--- config.mk ---
export PLATFORM = sky130hd
export DESIGN_NAME = button_event_flat
export DESIGN_NICKNAME = d
export VERILOG_FILES = /design/src/rtl/button_event_if.sv /design/src/rtl/button_event.sv /design/src/flat_wrapper.sv
export SDC_FILE = /design/constraint.sdc
export NUM_CORES = 1
export LEC_CHECK = 0
export ABC_AREA = 1
export CAP_MARGIN = 20
export CORE_MARGIN = 1
export CORE_UTILIZATION = 55
export DETAILED_ROUTE_END_ITERATION = 10
export GPL_TIMING_DRIVEN = 1
export PLACE_DENSITY = 0.76
export SYNTH_ARGS = -nofsm -noshare
export SYNTH_HDL_FRONTEND = slang
export SYNTH_SLANG_ARGS = --single-unit
--- constraint.sdc ---
create_clock -name clks -period 3.45 [get_ports clks]
set_clock_uncertainty 0.1 [all_clocks]
set_input_delay 0.69 -clock clks [delete_from_list [all_inputs] [get_ports clks]]
set_output_delay 0.69 -clock clks [all_outputs]
set_load 0.02 [all_outputs]
--- src/rtl/button_event_if.sv ---
// Event bundle between the debounced button level and the control logic.
// button_event uses the slave side; the consumer/driver uses master.
interface button_event_if;
  logic       clean;
  logic       press;
  logic       release_pulse;
  logic       long_press;
  logic       repeat_pulse;
  logic       held;
  logic [7:0] press_cnt;

  modport master (
    output clean,
    input  press, release_pulse, long_press, repeat_pulse, held, press_cnt
  );

  modport slave (
    input  clean,
    output press, release_pulse, long_press, repeat_pulse, held, press_cnt
  );
endinterface

--- src/rtl/button_event.sv ---
// Turns the debounced button level into single-cycle press, release,
// long-press and auto-repeat pulses, plus a held level and a press counter.
module button_event #(
  parameter int unsigned LONG_DELAY    = 6500000,
  parameter int unsigned REPEAT_PERIOD = 1000000,
  parameter int unsigned REPEAT_EN     = 1,
  parameter int unsigned NBITS         = 24
) (
  input  logic          clks,
  input  logic          rst_n,
  button_event_if.slave bus
);

  typedef enum logic [1:0] {
    IDLE = 2'd0,
    HOLD = 2'd1,
    LONG = 2'd2
  } state_t;

  localparam logic [NBITS-1:0] LONG_LAST = NBITS'(LONG_DELAY - 1);
  localparam logic [NBITS-1:0] REP_LAST  = NBITS'(REPEAT_PERIOD - 1);

  state_t           state, next_state;
  logic [NBITS-1:0] count, next_count;
  logic             press_d, release_d, long_d, repeat_d;

  always_ff @(posedge clks or negedge rst_n) begin
    if (!rst_n) begin
      state             <= IDLE;
      count             <= '0;
      bus.press         <= 1'b0;
      bus.release_pulse <= 1'b0;
      bus.long_press    <= 1'b0;
      bus.repeat_pulse  <= 1'b0;
      bus.held          <= 1'b0;
      bus.press_cnt     <= '0;
    end else begin
      state             <= next_state;
      count             <= next_count;
      bus.press         <= press_d;
      bus.release_pulse <= release_d;
      bus.long_press    <= long_d;
      bus.repeat_pulse  <= repeat_d;
      bus.held          <= (next_state != IDLE);
      if (press_d) bus.press_cnt <= bus.press_cnt + 8'd1;
    end
  end

  // Release is tested before the terminal count, so it wins on a coincident edge.
  always_comb begin
    next_state = state;
    next_count = count;
    case (state)
      IDLE: begin
        next_count = '0;
        if (bus.clean) next_state = HOLD;
      end
      HOLD: begin
        if (!bus.clean) begin
          next_state = IDLE;
          next_count = '0;
        end else if (count == LONG_LAST) begin
          next_state = LONG;
          next_count = '0;
        end else begin
          next_count = count + NBITS'(1);
        end
      end
      LONG: begin
        if (!bus.clean) begin
          next_state = IDLE;
          next_count = '0;
        end else if (count == REP_LAST) begin
          next_count = '0;
        end else begin
          next_count = count + NBITS'(1);
        end
      end
      default: begin
        next_state = IDLE;
        next_count = '0;
      end
    endcase
  end

  always_comb begin
    press_d   = (state == IDLE) && bus.clean;
    release_d = (state != IDLE) && !bus.clean;
    long_d    = (state == HOLD) && bus.clean && (count == LONG_LAST);
    repeat_d  = (REPEAT_EN != 0) && (state == LONG) && bus.clean && (count == REP_LAST);
  end

endmodule

--- src/flat_wrapper.sv ---
// flat-port wrapper written by rule: the top's interface ports become plain ports
module button_event_flat 
#(
  parameter int unsigned LONG_DELAY    = 6500000,
  parameter int unsigned REPEAT_PERIOD = 1000000,
  parameter int unsigned REPEAT_EN     = 1,
  parameter int unsigned NBITS         = 24
)
  (clks, rst_n, bus_clean, bus_press, bus_release_pulse, bus_long_press, bus_repeat_pulse, bus_held, bus_press_cnt);
  button_event_if bus_i ();
  input  logic clks;
  input  logic rst_n;
  input wire logic [$bits(bus_i.clean)-1:0] bus_clean;
  output wire logic [$bits(bus_i.press)-1:0] bus_press;
  output wire logic [$bits(bus_i.release_pulse)-1:0] bus_release_pulse;
  output wire logic [$bits(bus_i.long_press)-1:0] bus_long_press;
  output wire logic [$bits(bus_i.repeat_pulse)-1:0] bus_repeat_pulse;
  output wire logic [$bits(bus_i.held)-1:0] bus_held;
  output wire logic [$bits(bus_i.press_cnt)-1:0] bus_press_cnt;
  assign bus_i.clean = bus_clean;
  assign bus_press = bus_i.press;
  assign bus_release_pulse = bus_i.release_pulse;
  assign bus_long_press = bus_i.long_press;
  assign bus_repeat_pulse = bus_i.repeat_pulse;
  assign bus_held = bus_i.held;
  assign bus_press_cnt = bus_i.press_cnt;
  button_event #(.LONG_DELAY(LONG_DELAY), .REPEAT_PERIOD(REPEAT_PERIOD), .REPEAT_EN(REPEAT_EN), .NBITS(NBITS)) u_core (.clks(clks), .rst_n(rst_n), .bus(bus_i));
endmodule
# After elaboration in Yosys (flattened, before gate mapping)
# Index checks and enable logic that the tools add are counted.
# W data, S select, Z words.
op_classes:
  addsub: 2
  n_eq_ne: 4
  muxes: 10
  n_reduce_logical: 10
ops:
  columns: ["op", "n"]
  rows:
  - ["$mux W24", 4]
  - ["$pmux W24 S2", 1]
  - ["$add A24 B1 Y24 const B", 1]
  - ["$eq A24 B20 Y1 const B", 1]
  - ["$eq A24 B23 Y1 const B", 1]
  - ["$add A8 B1 Y8 const B", 1]
  - ["$mux W2", 4]
  - ["$logic_and A1 B1 Y1", 6]
  - ["$pmux W2 S3", 1]
  - ["$reduce_bool A2 Y1", 2]
  - ["$eq A2 B1 Y1 const B", 1]
  - ["$eq A2 B2 Y1 const B", 1]
  - ["$logic_not A2 Y1", 1]
  - ["$logic_not A1 Y1", 1]
word_totals:
  regBits: 39
  in_bits: 3
  out_inout_bits: 13
  wordCells: 34

# Longest topological paths before layout
depth:
  word_depth: 5
  mapped_depth: 11
  depth_no_buf: 10

# Worst setup path after synthesis
# Ideal clock, no wire load.
synth_path:
  path_type: "input -> register"
  startpoint: "in bus_clean"
  endpoint: "reg u_core.bus.press_cnt[5]"
  setup_time_ns: 0.118
  t_arrival_ns: 1.394
  required_time_ns: 3.232
  path_slack_ns: 1.838
  stages: 6
  n_path_buf: 0
  cell_sequence: "nand2_1 inv_1 nand4_1 nand3b_1 xor2_1 inv_1"
synth_via:
  elab_chain_cells: 1
synth_rtl:
  columns: ["element", "line_no", "rtl"]
  rows:
  - ["from (decl)", "flat_wrapper.sv:13", "input wire logic [$bits(bus_i.clean)-1:0] bus_clean;"]
  - ["$logic_and A1 B1 Y1", "button_event.sv:87", "press_d = (state == IDLE) && bus.clean;"]
  - ["via u_core.press_d", "button_event.sv:25", "logic press_d, release_d, long_d, repeat_d;"]
  - ["to (signal assigned)", "button_event.sv:45", "if (press_d) bus.press_cnt <= bus.press_cnt + 8'd1;"]
  - ["to (decl)", "button_event_if.sv:19", "output press, release_pulse, long_press, repeat_pulse, held, press_cnt"]
# The timed path passes the listed nets, and every way through them passes these cells.
# A chain may end at the register's enable or synchronous reset.

# Final worst setup path
layout_path:
  startpoint: "reg u_core.bus.press_cnt[2]"
  endpoint: "out bus_press_cnt[2]"
layout_rtl:
  columns: ["element", "line_no", "rtl"]
  rows:
  - ["to (decl)", "flat_wrapper.sv:19", "output wire logic [$bits(bus_i.press_cnt)-1:0] bus_press_cnt;"]
# No word-level cell between the ends.

==> qor.yml <==
clock_network:
  post_cts_buffers: 0
  cts_sinks: 39
  ctsHoldBuffers: 0
  clk_pin_slew_worst_paths_ns: 0.08
  cts_tree: "built"
  cts_made_buffers: 5
  insertion_delay_ns: 0.29
  cts_resized: 0
  root_buffer: "clkbuf_8"
  h-tree-depth: 2
  clockBufferDepth: 2
die:
  core_um2: 3690
  dieArea_um2: 4110
  start_util_pct: 57.5
  die_h_um: 64.1
  rows: 22
  die_w_um: 64.1
  io_pins: 16
synthesis:
  synth_top_area_share_pct: 46.0
  yosysTopAreaCell: "dfrtp_1"
  avgSynthCellArea_um2: 7.80
  syn_inst: 272
  synth-seq-area-share_pct: 46.0
  synth.yosys.warnings: 0
  synth_seq_cells: 39
  ys_types: 22
  netlist_area_um2: 2120
  syn_nets: 281
  synth.area.top_cells: "dfrtp_1, nand2_1, nor2_1"
run:
  cap_violations: 0
power_and_ir_drop:
  power.switching_mw: 0.410
  ir_drop_v: 0.000403
  power_mw: 1.36
  power_density_nw_per_um2: 559
  leakage_nw: 1.12
  combPwrFrac_pct: 24.6
  clkPwrFrac_pct: 32.7
  switching_share_pct: 30.1
  power_frac_seq_pct: 42.6
  intPower_mw: 0.950
cells_and_area:
  area_growth_pct: 14.6
  final_core_util_pct: 65.9
  num_antenna_cells: 0
  drive_gt1_share_pct: 6.16
  fillers: 340
  final_nets: 300
drt:
  ant_nets: 0
  drt-total-wl_um: 4030
  wl_per_cell_um: 11.9
  dr.first_iter.drc_count: 83
  routed_via_density: 4.96
  vias: 1688
  route.detailed.drc: 0
  dr.pass1.iters: 5
sta:
  setup_viol: 0
  slew_headroom_pct: 44.3
  hold_violations: 0
  fin_crit_ns: 2.17
  finalWorstSetupSlack_ns: 1.28
  tightest_slew_ns: 0.835
  rsz0062_at_grt: "false"
  fin_setup_tns_ns: 0
  drv_slew: 0
  max_freq_mhz: 461
  fin_crit_sh_pct: 62.9
place:
  place_ws_ns: 1.07
  io_buffers: 15
  gp_congestion: 0.880
  dp_hpwl_um: 2910
setup_path:
  worstPathMaxFanout: 5
  critPathArrivalTime_ns: 1.38
  cp.buffers_inverters: 1
  end_kind: "output port"
  path_cells: "clkdlybuf4s50_1"
  critPathRequiredTime_ns: 2.66
  cp_top_family: "buffers and inverters"
  crit_path_start_kind: "flip-flop"
  crit_type: "reg2out"
  max_stage_delay_ns: 0.64
  crit_path_top_delay_cell: "clkdlybuf4s50_1"
global_route:
  grt_use_total_pct: 22.1
  antenna_found_initial: 0
  grt_start_max_net_pins: 40
  grt_pass1_wl_um: 6800
  first_global_vias: 1586
  overflow: 0
min_path:
  hp-class: "reg2reg"
outcome:
  status: "finished, final reports clean"
## per-layer routing
layer  up-vias  wire length, um  GRT usage, %
li1        865                -             -
met2        36             1850          34.7
met1       783             1960          28.8
met4         0               34          8.61
met5         -                0             0
met3         4              184          6.43
## cells in the mapped netlist
library cell,number
nand4_1,7
ha_1,6
nand2_1,70
nand3b_1,1
a21o_1,2
o31ai_1,1
o21ai_0,2
buf_6,2
nand2_2,4
a21oi_1,1
dfrtp_1,39
xor2_1,14
nor3b_1,1
xnor2_1,8
buf_2,1
nor2_2,4
nand3_1,11
and2_1,1
nor2_4,1
nand2_4,1
inv_1,29
nor2_1,66
## through the flow
stage,instances,hold WS (ns),instance area [um2]
after global routing,340,0.393,2430
after floorplan,272,0.294,2120
after global placement,332,0.354,2300
final,340,0.365,2430
after detailed placement,332,0.363,2300
after CTS,340,0.374,2430
## kinds of logic after synthesis
logic type	count (synthesis)	share of synthesized area, %
AO/OA/AOI/OAI	6	1.77
buffers and inverters	32	6.43
XOR/XNOR	22	9.09
AND/OR/NAND/NOR	167	33.2
flip-flops	39	46.0
adder cells (fa/ha/maj)	6	3.54
## cell type report
cell class | count | area (um2) | share of cell area (%)
multi-input combinational | 201 | 1010 | 41.5
sequential | 39 | 976 | 40.1
timing repair buffer | 15 | 145 | 5.97
inverter | 29 | 109 | 4.48
clock buffer | 6 | 72.6 | 2.99
clock inverter | 2 | 60.1 | 2.47
tap | 48 | 60.1 | 2.47
## power groups by stage
stage | clock [mW] | sequential (mW) | combinational [mW]
6_report | 0.445 | 0.580 | 0.335
3_3_place_gp | 0 | 0.583 | 0.332
5_1_grt | 0.475 | 0.587 | 0.365
2_1_floorplan | 0 | 0.635 | 0.146
4_1_cts | 0.457 | 0.579 | 0.339
3_5_place_dp | 0 | 0.587 | 0.336
## state kept, by name (all words and copies together) (netlist names)
register,count
u_core.count,24
u_core.bus.press_cnt,8
u_core.state,2
u_core.bus.held,1
u_core.bus.long_press,1
u_core.bus.press,1
u_core.bus.release_pulse,1
u_core.bus.repeat_pulse,1
## placed cells by master, fill, tap and decap left out
master	Yosys	routed
nand2_1	70	70
nor2_1	66	66
dfrtp_1	39	39
inv_1	29	29
xor2_1	14	14
clkdlybuf4s50_1	0	14
nand3_1	11	11
xnor2_1	8	8
nand4_1	7	7
ha_1	6	6
clkbuf_8	0	5
nand2_2	4	4
nor2_2	4	4
o21ai_0	2	2
a21o_1	2	2
bufinv_16	0	2
nor2_4	1	1
nand2_4	1	1
and2_1	1	1
a21oi_1	1	1
nor3b_1	1	1
o31ai_1	1	1
nand3b_1	1	1
clkbuf_1	0	1
buf_2	1	1
## worst paths after layout
path | slack (ns) | to | cells past startpoint | start
worst min register to register | 0.36 | u_core.count[0] | 1 | u_core.count[0]
worst max register to register | 1.58 | u_core.bus.press_cnt[5] | 8 | u_core.state[1]
max in group asynchronous | 2.33 | u_core.count[15] | 1 | rst_n
worst min-delay path | 0.36 | u_core.count[0] | 1 | u_core.count[0]
worst max-delay path | 1.28 | bus_press_cnt[2] | 1 | u_core.bus.press_cnt[2]
min in group asynchronous | 0.40 | u_core.bus.held | 1 | rst_n
(Power assumes the default switching activity.)
